### src/rtl/bumpy_move_ctrl.sv
// ---------------------------------------------------------------------------
// bumpy_move_ctrl
// Frame-paced movement controller for the Bumpy player object. It turns
// active-low key presses and the four neighbouring tile types into moves
// that are one tile wide. Each move emits one unit step per video frame.
// The block also handles falling, bouncing off walls, death with a timed
// respawn, a lives counter and game-over.
//
// Optional feature macro: BUMPY_MOVE_INVULN_EN
//   When defined, a respawn starts a grace period of INVULN_FRAMES frames.
//   During that period a DEATH tile below the player ends a move in IDLE
//   instead of DIE.
//
// Ports:
//   clk            system clock
//   resetN         asynchronous active-low reset
//   startOfFrame   one-cycle tick per video frame; all state updates happen here
//   up_n/left_n/right_n/down_n  keys, active-low
//   area           neighbour tile types, field [0]=left [1]=up [2]=right [3]=down
//   state          current state code (registered)
//   step_valid     one-cycle step strobe (registered)
//   dx, dy         signed unit step (-1/0/+1), valid with step_valid; dy +1 = down
//   lives          remaining lives (registered)
//   die_pulse      one cycle on DIE entry (registered)
//   respawn_pulse  one cycle on leaving DIE with lives left (registered)
//   game_over      high in OVER (registered)
// ---------------------------------------------------------------------------
module bumpy_move_ctrl #(
    parameter int TILE_PX       = 32,
    parameter int BOUNCE_PX     = 8,
    parameter int DIE_FRAMES    = 60,
    parameter int LIVES         = 3,
    parameter int LIFE_W        = 3,
    parameter int TYPE_W        = 3,
    parameter int INVULN_FRAMES = 120
) (
    input  logic                clk,
    input  logic                resetN,
    input  logic                startOfFrame,
    input  logic                up_n,
    input  logic                left_n,
    input  logic                right_n,
    input  logic                down_n,
    input  logic [4*TYPE_W-1:0] area,
    output logic [3:0]          state,
    output logic                step_valid,
    output logic [1:0]          dx,
    output logic [1:0]          dy,
    output logic [LIFE_W-1:0]   lives,
    output logic                die_pulse,
    output logic                respawn_pulse,
    output logic                game_over
);

    localparam int CNT_MAX = (TILE_PX > DIE_FRAMES) ? TILE_PX : DIE_FRAMES;
    localparam int CNT_W   = $clog2(CNT_MAX + 1);

    localparam logic [CNT_W-1:0]  CNT_TILE  = CNT_W'(TILE_PX - 1);
    localparam logic [CNT_W-1:0]  CNT_BNC   = CNT_W'(BOUNCE_PX - 1);
    localparam logic [CNT_W-1:0]  CNT_DIE   = CNT_W'(DIE_FRAMES - 1);
    localparam logic [CNT_W-1:0]  CNT_ONE   = CNT_W'(32'd1);
    localparam logic [LIFE_W-1:0] LIFE_INIT = LIFE_W'(LIVES);
    localparam logic [LIFE_W-1:0] LIFE_ONE  = LIFE_W'(32'd1);

    // Tile type codes; any code above WALL behaves as REGU
    localparam logic [TYPE_W-1:0] T_FREE  = TYPE_W'(32'd0);
    localparam logic [TYPE_W-1:0] T_REGU  = TYPE_W'(32'd1);
    localparam logic [TYPE_W-1:0] T_DEATH = TYPE_W'(32'd3);
    localparam logic [TYPE_W-1:0] T_WALL  = TYPE_W'(32'd4);

    // Step direction codes
    localparam logic [1:0] DIR_L = 2'd0;
    localparam logic [1:0] DIR_R = 2'd1;
    localparam logic [1:0] DIR_U = 2'd2;
    localparam logic [1:0] DIR_D = 2'd3;

    typedef enum logic [3:0] {
        S_RESET    = 4'd0,
        S_IDLE     = 4'd1,
        S_MOVE_L   = 4'd2,
        S_MOVE_R   = 4'd3,
        S_MOVE_U   = 4'd4,
        S_FALL     = 4'd5,
        S_BNC_OUT  = 4'd6,
        S_BNC_BACK = 4'd7,
        S_DIE      = 4'd8,
        S_OVER     = 4'd9
    } state_t;

    state_t             r_state;
    logic [CNT_W-1:0]   r_cnt;
    logic               r_step_valid;
    logic [1:0]         r_step_dir;
    logic [1:0]         r_bdir;
    logic [LIFE_W-1:0]  r_lives;
    logic               r_die_pulse;
    logic               r_resp_pulse;
    logic               r_game_over;

    state_t             w_state_nxt;
    logic [CNT_W-1:0]   w_cnt_nxt;
    logic               w_step_nxt;
    logic [1:0]         w_dir_nxt;
    logic [1:0]         w_bdir_nxt;
    logic [LIFE_W-1:0]  w_lives_nxt;
    logic               w_die_nxt;
    logic               w_resp_nxt;
    logic               w_death_eff;

    logic [TYPE_W-1:0]  w_area_l;
    logic [TYPE_W-1:0]  w_area_u;
    logic [TYPE_W-1:0]  w_area_r;
    logic [TYPE_W-1:0]  w_area_d;
    logic               w_key_u;
    logic               w_key_l;
    logic               w_key_r;
    logic               w_key_d;

    assign w_area_l = area[0*TYPE_W +: TYPE_W];
    assign w_area_u = area[1*TYPE_W +: TYPE_W];
    assign w_area_r = area[2*TYPE_W +: TYPE_W];
    assign w_area_d = area[3*TYPE_W +: TYPE_W];

    assign w_key_u = ~up_n;
    assign w_key_l = ~left_n;
    assign w_key_r = ~right_n;
    assign w_key_d = ~down_n;

    function automatic logic f_is_regu(input logic [TYPE_W-1:0] code);
        return (code == T_REGU) || (code > T_WALL);
    endfunction

    function automatic logic [1:0] f_opp_dir(input logic [1:0] d);
        logic [1:0] o;
        case (d)
            DIR_L:   o = DIR_R;
            DIR_R:   o = DIR_L;
            DIR_U:   o = DIR_D;
            DIR_D:   o = DIR_U;
            default: o = d;
        endcase
        return o;
    endfunction

    function automatic logic [1:0] f_move_dir(input state_t s);
        logic [1:0] d;
        case (s)
            S_MOVE_L: d = DIR_L;
            S_MOVE_R: d = DIR_R;
            S_MOVE_U: d = DIR_U;
            S_FALL:   d = DIR_D;
            default:  d = DIR_D;
        endcase
        return d;
    endfunction

`ifdef BUMPY_MOVE_INVULN_EN
    localparam int INV_W = $clog2(INVULN_FRAMES + 1);

    logic [INV_W-1:0] r_invuln;

    // Grace counter: reloaded by a respawn, then counts frames down to zero
    always_ff @(posedge clk or negedge resetN) begin
        if (!resetN) begin
            r_invuln <= '0;
        end else if (startOfFrame) begin
            if (w_resp_nxt) begin
                r_invuln <= INV_W'(INVULN_FRAMES);
            end else if (r_invuln != '0) begin
                r_invuln <= r_invuln - INV_W'(32'd1);
            end else begin
                r_invuln <= r_invuln;
            end
        end else begin
            r_invuln <= r_invuln;
        end
    end

    assign w_death_eff = (w_area_d == T_DEATH) && (r_invuln == '0);
`else
    logic [31:0] w_unused_invuln;

    assign w_unused_invuln = 32'(INVULN_FRAMES);
    assign w_death_eff     = (w_area_d == T_DEATH);
`endif

    // Next-state, counter, lives and strobe decode; only acts on frame ticks
    always_comb begin
        w_state_nxt = r_state;
        w_cnt_nxt   = r_cnt;
        w_step_nxt  = 1'b0;
        w_dir_nxt   = r_step_dir;
        w_bdir_nxt  = r_bdir;
        w_lives_nxt = r_lives;
        w_die_nxt   = 1'b0;
        w_resp_nxt  = 1'b0;
        if (startOfFrame) begin
            case (r_state)
                S_RESET: begin
                    if (w_key_u || w_key_l || w_key_r || w_key_d) begin
                        w_state_nxt = S_FALL;
                        w_cnt_nxt   = CNT_TILE;
                    end else begin
                        w_state_nxt = S_RESET;
                    end
                end
                S_IDLE: begin
                    // Priority up > left > right; down alone does nothing
                    if (w_key_u) begin
                        if ((w_area_u == T_WALL) || f_is_regu(w_area_u)) begin
                            w_state_nxt = S_BNC_OUT;
                            w_bdir_nxt  = DIR_U;
                            w_cnt_nxt   = CNT_BNC;
                        end else begin
                            w_state_nxt = S_MOVE_U;
                            w_cnt_nxt   = CNT_TILE;
                        end
                    end else if (w_key_l) begin
                        if (w_area_l == T_WALL) begin
                            w_state_nxt = S_BNC_OUT;
                            w_bdir_nxt  = DIR_L;
                            w_cnt_nxt   = CNT_BNC;
                        end else begin
                            w_state_nxt = S_MOVE_L;
                            w_cnt_nxt   = CNT_TILE;
                        end
                    end else if (w_key_r) begin
                        if (w_area_r == T_WALL) begin
                            w_state_nxt = S_BNC_OUT;
                            w_bdir_nxt  = DIR_R;
                            w_cnt_nxt   = CNT_BNC;
                        end else begin
                            w_state_nxt = S_MOVE_R;
                            w_cnt_nxt   = CNT_TILE;
                        end
                    end else begin
                        w_state_nxt = S_IDLE;
                    end
                end
                S_MOVE_L, S_MOVE_R, S_MOVE_U, S_FALL: begin
                    w_step_nxt = 1'b1;
                    w_dir_nxt  = f_move_dir(r_state);
                    if (r_cnt == '0) begin
                        // Last step of the tile: the tile below decides what follows
                        if (w_area_d == T_FREE) begin
                            w_state_nxt = S_FALL;
                            w_cnt_nxt   = CNT_TILE;
                        end else if (w_death_eff) begin
                            w_state_nxt = S_DIE;
                            w_cnt_nxt   = CNT_DIE;
                            w_die_nxt   = 1'b1;
                            w_lives_nxt = (r_lives != '0) ? (r_lives - LIFE_ONE) : '0;
                        end else begin
                            w_state_nxt = S_IDLE;
                            w_cnt_nxt   = '0;
                        end
                    end else begin
                        w_cnt_nxt = r_cnt - CNT_ONE;
                    end
                end
                S_BNC_OUT: begin
                    w_step_nxt = 1'b1;
                    w_dir_nxt  = r_bdir;
                    if (r_cnt == '0) begin
                        w_state_nxt = S_BNC_BACK;
                        w_cnt_nxt   = CNT_BNC;
                    end else begin
                        w_cnt_nxt = r_cnt - CNT_ONE;
                    end
                end
                S_BNC_BACK: begin
                    // Same number of steps back as out, so the net move is zero
                    w_step_nxt = 1'b1;
                    w_dir_nxt  = f_opp_dir(r_bdir);
                    if (r_cnt == '0) begin
                        if (w_area_d == T_FREE) begin
                            w_state_nxt = S_FALL;
                            w_cnt_nxt   = CNT_TILE;
                        end else begin
                            w_state_nxt = S_IDLE;
                            w_cnt_nxt   = '0;
                        end
                    end else begin
                        w_cnt_nxt = r_cnt - CNT_ONE;
                    end
                end
                S_DIE: begin
                    // Lives were already decremented on entry
                    if (r_cnt == '0) begin
                        if (r_lives != '0) begin
                            w_state_nxt = S_IDLE;
                            w_resp_nxt  = 1'b1;
                        end else begin
                            w_state_nxt = S_OVER;
                        end
                    end else begin
                        w_cnt_nxt = r_cnt - CNT_ONE;
                    end
                end
                S_OVER: begin
                    w_state_nxt = S_OVER;
                end
                default: begin
                    w_state_nxt = S_RESET;
                    w_cnt_nxt   = '0;
                end
            endcase
        end else begin
            w_state_nxt = r_state;
        end
    end

    // State, counter and registered outputs
    always_ff @(posedge clk or negedge resetN) begin
        if (!resetN) begin
            r_state      <= S_RESET;
            r_cnt        <= '0;
            r_step_valid <= 1'b0;
            r_step_dir   <= DIR_D;
            r_bdir       <= DIR_U;
            r_lives      <= LIFE_INIT;
            r_die_pulse  <= 1'b0;
            r_resp_pulse <= 1'b0;
            r_game_over  <= 1'b0;
        end else begin
            r_state      <= w_state_nxt;
            r_cnt        <= w_cnt_nxt;
            r_step_valid <= w_step_nxt;
            r_step_dir   <= w_dir_nxt;
            r_bdir       <= w_bdir_nxt;
            r_lives      <= w_lives_nxt;
            r_die_pulse  <= w_die_nxt;
            r_resp_pulse <= w_resp_nxt;
            r_game_over  <= (w_state_nxt == S_OVER);
        end
    end

    // Unit-step decode from the direction latched with the step strobe
    always_comb begin
        dx = 2'b00;
        dy = 2'b00;
        if (r_step_valid) begin
            case (r_step_dir)
                DIR_L:   dx = 2'b11;
                DIR_R:   dx = 2'b01;
                DIR_U:   dy = 2'b11;
                DIR_D:   dy = 2'b01;
                default: dx = 2'b00;
            endcase
        end else begin
            dx = 2'b00;
            dy = 2'b00;
        end
    end

    assign state         = r_state;
    assign step_valid    = r_step_valid;
    assign lives         = r_lives;
    assign die_pulse     = r_die_pulse;
    assign respawn_pulse = r_resp_pulse;
    assign game_over     = r_game_over;

endmodule

### config.mk
export PLATFORM = sky130hd
export DESIGN_NAME = bumpy_move_ctrl
export DESIGN_NICKNAME = d
export VERILOG_FILES = /design/src/rtl/bumpy_move_ctrl.sv
export SDC_FILE = /design/constraint.sdc
export NUM_CORES = 1
export LEC_CHECK = 0
export CAP_MARGIN = 5
export CORE_UTILIZATION = 30
export CTS_CLUSTER_SIZE = 14
export DETAILED_ROUTE_END_ITERATION = 12
export GPL_TIMING_DRIVEN = 0
export PLACE_DENSITY_LB_ADDON = 0.2
export SLEW_MARGIN = 10
export SYNTH_ARGS = -nofsm -noshare
export SYNTH_HDL_FRONTEND = slang
export SYNTH_SLANG_ARGS = --single-unit
### constraint.sdc
create_clock -name clk -period 2.2 [get_ports clk]
set_input_delay 0.44 -clock clk [delete_from_list [all_inputs] [get_ports clk]]
set_output_delay 0.44 -clock clk [all_outputs]
set_load 0.01 [all_outputs]
---- Word level (Yosys, flattened, before mapping) ----
Cells that the tools add are included.
storage, ports and cells
  bits in registers ....................... 21
  bits of input ports ..................... 19
operators by class
  $add $sub $neg .......................... 2
  $lt $le $gt $ge ......................... 1
  eq/ne operators ......................... 27
  muxes and demuxes ....................... 57
  bitwise operators ....................... 6
  reduce and logical (&&, ||, !) cells .... 19
operators with widths
  kind                                                                   number
  6-bit 2-to-1 mux                                                       10
  4-bit 2-to-1 mux                                                       11
  6-bit case mux with 7 select lines                                     1
  4-bit case mux with 7 select lines                                     1
  5-bit 2-to-1 mux                                                       4
  2-bit 2-to-1 mux                                                       9
  4-bit by 3-bit equality test with 1-bit output, second input constant  4
  3-bit 2-to-1 mux                                                       5
  4-bit equality test, second input constant                             3
  2-bit case mux with 3 select lines                                     2
  1-bit 2-to-1 mux                                                       11
  5-bit AND reduction                                                    2
  3-bit equality test, second input constant                             3
  2-bit equality test, second input constant                             4
  4-bit by 2-bit equality test with 1-bit output, second input constant  2
  2-bit case mux with 2 select lines                                     2
  2-bit case mux with 4 select lines                                     1
  6-bit logical NOT                                                      1
  1-bit NOT                                                              6
  6-bit AND reduction                                                    1
  3-bit nonzero test                                                     2
  6-bit OR reduction                                                     1
  6-bit by 1-bit subtractor with 6-bit output, second input constant     1
  1-bit logical OR                                                       5
  17 further kinds                                                       20

---- Longest topological paths before layout ----
Gate-level depths: netlist of the first run.
  word-level depth ........................ 8
  mapped depth ............................ 9
  gate-level depth less buffers ........... 8

---- Least setup slack after synthesis of the first run ----
No wires, ideal clock.
  kind .................................... reg-to-reg
  start point ............................. reg r_cnt[0]
  end point ............................... reg r_cnt[3]
  library setup time ...................... 77 ps
  arrival time ............................ 1769 ps
  path slack .............................. 354 ps
  stages on the path, launching flop included .. 10
  path through ............................ dfrtp_1 inv_1 ha_1 and2b_4 nand3_1 a21oi_2 or3b_4 buf_6 o21bai_1 a21oi_1
on the way
  longest elaborated chain between the ends .. 3
  elaborated cells between the ends (all ways) .. 9
RTL lines
  what                                                                                     RTL line  text
  start, declared                                                                          91        logic [CNT_W-1:0] r_cnt;
  start signal, assigned                                                                   327       r_cnt <= w_cnt_nxt;
  6-bit by 1-bit subtractor with 6-bit output / 6-bit logical NOT (equally long branches)  n/a
  6-bit 2-to-1 mux, or another cell as far along                                           289       if (r_cnt == '0) begin
  6-bit case mux with 7 select lines / 5-bit AND reduction (equally long branches)         n/a
Several ways; a longest one is shown, not always the timed one. The select of a mux whose other input is x is not followed.
A chain may end at the register's enable or synchronous reset.

---- Worst setup path after layout of the first run ----
  start point ............................. reg r_cnt[0]
  end point ............................... reg r_game_over (netlist: game_over)
on the way
  longest elaborated chain between the ends .. 5
  elaborated cells between the ends (all ways) .. 8
RTL lines
  what                                  RTL line  text
  6-bit logical NOT *                   n/a
  4-bit 2-to-1 mux (on tied branches)   n/a
  4-bit case mux with 7 select lines *  198       case (r_state)
  4-bit 2-to-1 mux *                    197       if (startOfFrame) begin
  net w_state_nxt[0]                    100       state_t w_state_nxt;
  4-bit equality test *                 334       r_game_over <= (w_state_nxt == S_OVER);
  end signal, assigned                  334
  end, declared                         98        logic r_game_over;
Mark *: on every way through the listed nets, which the timed path passes. The rest lies on a longest branch.

==> out/qor.yml, run 1 <==
worst_setup_path:
  slowest_delay_ns: 0.42
  reg2reg_from: "r_cnt[0]"
  critPathArrivalTime_ns: 2.21
  critPathSlowestCell: "dfrtp_1"
  crit_type: "reg2reg"
  required_ns: 2.36
  path_cells: "inv_1 > ha_1 > nand2b_1 > nor4_1 > o21ai_0 > a211oi_2 > o22ai_1 > and4bb_1"
  start_kind: "flop"
  end_kind: "flop"
  path_max_fanout: 5
  cp-startpoint: "r_cnt[0]"
clock_network:
  clockBufferDepth: 2
  tritoncts: "done"
  clk_latency_ns: 0.27
  ctsHtreeMaxLevel: 1
  numCtsBuffers: 3
  cts.clk_slew.worst_paths_ns: 0.08
  cts-root-buf: "clkbuf_8"
  cts_sinks: 21
floorplanning:
  die_h_um: 74.7
  rows: 26
  start_util: 0.310
  core_um2: 5110
  die_x_um: 74.7
  dieArea_um2: 5570
  ioPinCount: 34
sta:
  tightest_slew_ns: 0.940
  rsz0062_at_grt: "false"
  max_freq_mhz: 488
  slew_headroom: 0.371
  finalSetupViolations: 0
  fin_skew_ns: 0.00368
  final.setup.worst_slack_ns: 0.149
  hold_violations: 0
  fin_crit_sh: 0.932
  final_max_slew_viol_count: 0
  fin_crit_ns: 2.05
run_status:
  status: "finished, final reports clean"
yosys:
  netlist_instances: 187
  synth_fp_nets: 209
  synthDistinctLibCells: 57
  synth_edf_count: 0
  yosysWarningCount: 0
  synth_async_sr_flop_share: 1.00
  seq_area_frac_synth: 0.336
  syn_avg_cell_area_um2: 8.47
  synth_seq_cells: 21
  yosys_most_used_dff: "dfrtp_1"
  syn_area_um2: 1580
placed_design:
  io_buffer_count: 33
  gp_congestion: 0.813
  dpl-instance-area_um2: 2000
  place_ws_ns: -0.164
  hpwlAfterDp_mm: 3.23
min_path:
  holdCritPathClass: "reg2reg"
  min_from: "r_bdir[1]"
drt:
  drt_pass1_iterations: 4
  via_per_inst: 5.33
  drt_iter0_drc: 79
  wl_per_cell_um: 14.4
  vias: 1567
  drc_errors: 0
  final_antenna_net_count: 0
  wl_mm: 4.24
global_routing:
  grt_max_degree: 22
  grt_pass1_vias: 1455
  gr-total-overflow: 0
  antenna_found_initial: 0
  grt_first_pass_wirelength_mm: 7.09
  grt_usage: 0.168
finish:
  antennaDiodeCount: 0
  final_area_um2: 2070
  nNetsFinal: 247
  drive_gt1_frac: 0.170
  area_growth_pct: 31.0
power:
  p_leak_nw: 0.816
  ir_worst_vdd_mv: 0.392
  power_density_nw_per_um2: 1260
job:
  maxCapViolCount: 0
[state kept, by name, indices dropped and copies added (netlist names)]
name           flops
game_over          1
state              4
step_valid         1
respawn_pulse      1
die_pulse          1
r_bdir             2
lives              3
r_cnt              6
r_step_dir         2
[power by group]
part	internal, mW	total (mW)	switching (mW)
combinational	0.704	1.62	0.913
sequential	0.572	0.734	0.161
clock	0.129	0.266	0.136
[cell families (layout without fill, tap and decap cells)]
logic type,after synthesis,in the layout,share of synthesized area
AOI/OAI and AO/OA,62,62,0.279
xor gates and xnor gates,1,1,0.00553
and+or+nand+nor,80,80,0.298
adders and majority gates,3,3,0.0237
DFF,21,21,0.336
buffers and inverters,20,57,0.0584
[worst max-delay path: cells and delay by family, from the launching register on]
kind / cells / cell delay, ns
AND/OR/NAND/NOR: 3 / 0.77
AO/OA/AOI/OAI: 3 / 0.46
flip-flops: 1 / 0.42
adder cells (fa/ha/maj): 1 / 0.19
buffers and inverters: 1 / 0.10
[path summary, 6_finish.rpt]
| check | end | slack [ns] | depth (start not counted) |
|---|---|---|---|
| setup / recovery | game_over | 0.15 | 8 |
| hold / removal | r_bdir[1] | 0.50 | 2 |
| setup reg to reg | game_over | 0.15 | 8 |
| max in group asynchronous | r_cnt[2] | 0.93 | 1 |
| hold reg to reg | r_bdir[1] | 0.50 | 2 |
| min in group asynchronous | r_bdir[0] | 0.69 | 1 |
[cell usage after synthesis (2+ instances only)]
cell | number | area [um^2]
dfstp_2 | 5 | 131
a21oi_1 | 11 | 55.1
nor3_1 | 9 | 45.0
nand3_1 | 6 | 30.0
a211oi_2 | 2 | 25.0
a221oi_1 | 3 | 26.3
o21bai_1 | 4 | 30.0
o21ai_0 | 13 | 65.1
o22ai_1 | 4 | 25.0
o31ai_1 | 3 | 22.5
nor3b_1 | 3 | 22.5
nor4_1 | 5 | 31.3
ha_1 | 3 | 37.5
a21o_1 | 2 | 15.0
nor2_1 | 14 | 52.6
and3_1 | 3 | 18.8
nand2_2 | 2 | 12.5
o21ai_1 | 2 | 10.0
inv_1 | 11 | 41.3
a22oi_1 | 3 | 22.5
dfrtp_1 | 16 | 400
and2_1 | 4 | 25.0
buf_2 | 7 | 35.0
nand4_1 | 2 | 12.5
nand2b_1 | 2 | 12.5
nor3_2 | 3 | 30.0
nand2_1 | 14 | 52.6
and3b_1 | 2 | 17.5
[final cells by class]
cell class / instances / area [um^2]
buffer: 9 / 51.3
clock buffer: 4 / 45.0
fill: 573 / 3030
inverter: 11 / 41.3
multi-input combinational: 146 / 987
sequential: 21 / 532
tap: 70 / 87.6
timing repair buffer: 33 / 330
[through the flow]
stage	utilization	hold WS [ns]	std cells	TNS, ns	power, mW
CTS	0.401	0.508	294	0	2.60
floorplan	-	0.144	187	0	1.82
global route	0.406	0.532	294	0	2.85
detailed placement	0.392	0.493	290	-0.856	2.32
global placement	0.392	0.491	290	-1.01	2.32
finish	0.406	0.505	294	0	2.62
[routing by layer]
layer	track usage	share of wire	vias to the layer above
met5	0	0	-
met4	0.0503	0.011	0
met3	0.0161	0.029	5
met2	0.275	0.47	34
met1	0.234	0.49	754
li1	-	-	774
[placed cells by master, fill, tap and decap left out, types with 2 or more instances in the layout]
master	netlist	final
o22ai_1	4	4
o21bai_1	4	4
o31ai_1	3	3
nor3b_1	3	2
o21ai_0	13	13
dfrtp_1	16	16
nand3_1	6	6
inv_1	11	11
a211oi_2	2	2
nand4_1	2	2
nor4_1	5	5
nor3_2	3	3
a221oi_1	3	2
a22oi_1	3	3
and3b_1	2	2
ha_1	3	3
nor2_1	14	14
a21o_1	2	2
buf_2	7	7
o21ai_1	2	2
and2_1	4	4
dfstp_2	5	5
nor3_1	9	9
nand2b_1	2	2
a21oi_1	11	11
nand2_2	2	2
clkdlybuf4s50_1	0	33
nand2_1	14	14
and3_1	3	3
clkbuf_8	0	3
[what timing repair did]
| item | CTS | global route |
|---|---|---|
| endpoints found under the setup margin | 0 | 5 |
| hold buffers | 0 | 0 |
| resized for setup | 0 | 4 |
| buffers inserted | 0 | 0 |
Note: power is estimated with default switching activity, not from simulation.
==> inputs of run 2 (changes only) <==
--- a/config.mk
+++ b/config.mk
@@ -5,7 +5,7 @@
 export SDC_FILE = /design/constraint.sdc
 export NUM_CORES = 1
 export LEC_CHECK = 0
-export CAP_MARGIN = 5
+export CAP_MARGIN = 20
 export CORE_UTILIZATION = 30
 export CTS_CLUSTER_SIZE = 14
 export DETAILED_ROUTE_END_ITERATION = 12
==> results of run 2 <==
Final layout, timing and power as in run 1 (identical DEF).
==> inputs of run 3 (changes only) <==
--- a/config.mk
+++ b/config.mk
@@ -6,7 +6,7 @@
 export NUM_CORES = 1
 export LEC_CHECK = 0
 export CAP_MARGIN = 20
-export CORE_UTILIZATION = 30
+export CORE_UTILIZATION = 50
 export CTS_CLUSTER_SIZE = 14
 export DETAILED_ROUTE_END_ITERATION = 12
 export GPL_TIMING_DRIVEN = 0
==> run 3 against run 2 <==
Net effect:
- combinational power barely moved
- sequential cell count did not move
- sequential share of layout area rose by 0.95 points
- wire length fell by 4.2%
- clock power fell by 29%
- sequential power barely moved
- critical path depth fell by 1
- clock skew rose by 0.0050 ns
==> out/qor.yml, run 3 (synthesized netlist as in run 1, its figures left out) <==
run_status:
  status: "finished, final reports clean"  # unchanged
finish:
  drive_gt1_frac: 0.161  # was 0.170
  largest_reg_flops: 6  # unchanged
  final_cell_mix: "clkdlybuf4s50_1 (33), dfrtp_1 (16), nor2_1 (14), nand2_1 (14), o21ai_0 (13)"  # unchanged
  top_register: "r_cnt"  # unchanged
  nNetsFinal: 247  # unchanged
  antennaDiodeCount: 0  # unchanged
  area_growth_pct: 26.3  # was 31.0%
  mostFrequentLayoutCell: "clkdlybuf4s50_1"  # unchanged
worst_setup_path:
  crit_type: "in2reg"  # was reg2reg
  path_cells: "clkdlybuf4s50_1 > nand2_1 > nor2_1 > nor4b_2 > nor4_1 > a211oi_2 > and4bb_1"  # was inv_1 > ha_1 > nand2b_1 > nor4_1 > o21ai_0 > a211oi_2 > o22ai_1 > and4bb_1
  end_kind: "flop"  # unchanged
  path_max_fanout: 6  # was 5
  reg2reg_from: "r_cnt[0]"  # unchanged
  cp_top_family: "simple AND/OR/NAND/NOR gates"  # unchanged
  timing.rr.end: "game_over"  # unchanged
  required_ns: 2.44  # was 2.36 ns
  start_kind: "primary input"  # was flop
  rr_worst_depth: 8  # unchanged
  slowest_delay_ns: 0.54  # was 0.42 ns
  crit_buf_inv: 1  # unchanged
  critPathSlowestCell: "clkdlybuf4s50_1"  # was dfrtp_1
  critPathArrivalTime_ns: 2.36  # was 2.21 ns
  r2r_slack_ns: 0.10  # was 0.15 ns
clock_network:
  post_cts_buffers: 0  # unchanged
  hold_buffers: 0  # unchanged
  ctsResizeCount: 0  # unchanged
  cts-root-buf: "clkbuf_4"  # was clkbuf_8
  cts.clk_slew.worst_paths_ns: 0.11  # was 0.08 ns
  clk_latency_ns: 0.31  # was 0.27 ns
  clockBufferDepth: 2  # unchanged
  ctsHtreeMaxLevel: 1  # unchanged
  numCtsBuffers: 3  # unchanged
  tritoncts: "done"  # unchanged
  cts_sinks: 21  # unchanged
min_path:
  hold_depth: 2  # unchanged
  holdCritPathClass: "reg2reg"  # unchanged
  whs_endpoint: "r_step_dir[1]"  # was r_bdir[1]
  min_from: "r_bdir[1]"  # unchanged
drt:
  via_per_inst: 6.04  # was 5.33
  drt_iter0_drc: 85  # was 79
  vias: 1620  # was 1567
  wl_mm: 4.06  # was 4.24 mm
  drt_pass1_iterations: 5  # was 4
  final_antenna_net_count: 0  # unchanged
  wl_per_cell_um: 15.1  # was 14.4 um
  drc_errors: 0  # unchanged
placed_design:
  hpwlAfterDp_mm: 3.09  # was 3.23 mm
  gp_congestion: 0.927  # was 0.813
  io_buffer_count: 33  # unchanged
  place_ws_ns: -0.187  # was -0.164 ns
sta:
  slew_headroom: 0.372  # was 0.371
  final_max_slew_viol_count: 0  # unchanged
  finalSetupViolations: 0  # unchanged
  final.setup.worst_slack_ns: 0.0880  # was 0.149 ns
  tightest_slew_ns: 0.940  # about the same
  fin_crit_sh: 0.960  # was 0.932
  rsz0062_at_grt: "false"  # unchanged
  fin_crit_ns: 2.11  # was 2.05 ns
  hold_violations: 0  # unchanged
  max_freq_mhz: 473  # was 488 MHz
  fin_skew_ns: 0.00866  # was 0.00368 ns
global_routing:
  antenna_found_initial: 0  # unchanged
  grt_first_pass_wirelength_mm: 6.84  # was 7.09 mm
  grt_usage: 0.263  # was 0.168
  grt_pass1_vias: 1575  # was 1455
  grt_max_degree: 22  # unchanged
  gr-total-overflow: 0  # unchanged
power:
  seqPwrFrac: 0.289  # was 0.280
  p_total_mw: 2.54  # was 2.62 mW
  ir_worst_vdd_mv: 0.551  # was 0.392 mV
  power_density_nw_per_um2: 1270  # was 1260 nW/um^2
  p_comb_frac: 0.637  # was 0.618
  intPower_mw: 1.34  # was 1.41 mW
  p_clk_frac: 0.074  # was 0.102
  p_sw_mw: 1.20  # was 1.21 mW
  p_leak_nw: 0.800  # was 0.816 nW
  swShare: 0.472  # was 0.463
floorplanning:
  die_x_um: 58.3  # was 74.7 um
  rows: 20  # was 26
  start_util: 0.523  # was 0.310
  die_h_um: 58.3  # was 74.7 um
  ioPinCount: 34  # unchanged
  core_um2: 3030  # was 5110 um^2
  dieArea_um2: 3400  # was 5570 um^2
job:
  maxCapViolCount: 0  # unchanged
==> run 3: cell counts in the layout (fill, tap and decap cells not counted) <==
Identical to the previous run, type by type.
==> run 3: cell type report <==
class,count,area (um^2)
Fill cell,271,1030
Multi-Input combinational cell,146,965
Sequential cell,21,532
Timing Repair Buffer,33,330
Tap cell,44,55.1
Buffer,9,51.3
Inverter,11,41.3
Clock buffer,4,26.3
==> run 3: tightest hold or removal path, stage by stage (launching register included) <==
cell     delay, ns
dfstp_2       0.39
nand2_1       0.06
a31oi_1       0.08
==> run 3: per-layer routing <==
layer	vias up	GRT usage	wire length, um
li1	770	-	-
met2	77	0.447	1980
met5	-	0	0
met1	762	0.340	1740
met3	11	0.0379	256
met4	0	0.0952	83
==> run 3: power by group through the flow <==
stage / Clock [mW] / Sequential, mW / Combinational [mW]
floorplan: 0 / 0.735 / 1.08
global route: 0.209 / 0.758 / 1.78
CTS: 0.195 / 0.730 / 1.59
global placement: 0 / 0.726 / 1.53
detailed placement: 0 / 0.739 / 1.58
finish: 0.188 / 0.734 / 1.62
==> run 3: through the flow <==
step / hold WS, ns / cell area (um^2) / setup TNS, ns / instances / util
6_report: 0.516 / 2000 / 0 / 268 / 0.661
5_1_grt: 0.539 / 2000 / 0 / 268 / 0.661
4_1_cts: 0.515 / 2000 / 0 / 268 / 0.659
3_5_place_dp: 0.494 / 1970 / -0.734 / 264 / 0.650
3_3_place_gp: 0.493 / 1970 / -0.465 / 264 / 0.650
2_1_floorplan: 0.144 / 1580 / 0 / 187 / -
==> run 3: worst max path at each step <==
| stage | to | depth (start not counted) | start |
|---|---|---|---|
| global placement | r_bdir[0] | 6 | left_n |
| CTS | game_over | 7 | area[10] |
| floorplan | r_cnt[3] | 9 | r_cnt[0] |
| finish | game_over | 7 | area[10] |
| detailed placement | game_over | 7 | area[9] |
| global route | r_cnt[5] | 9 | r_cnt[0] |
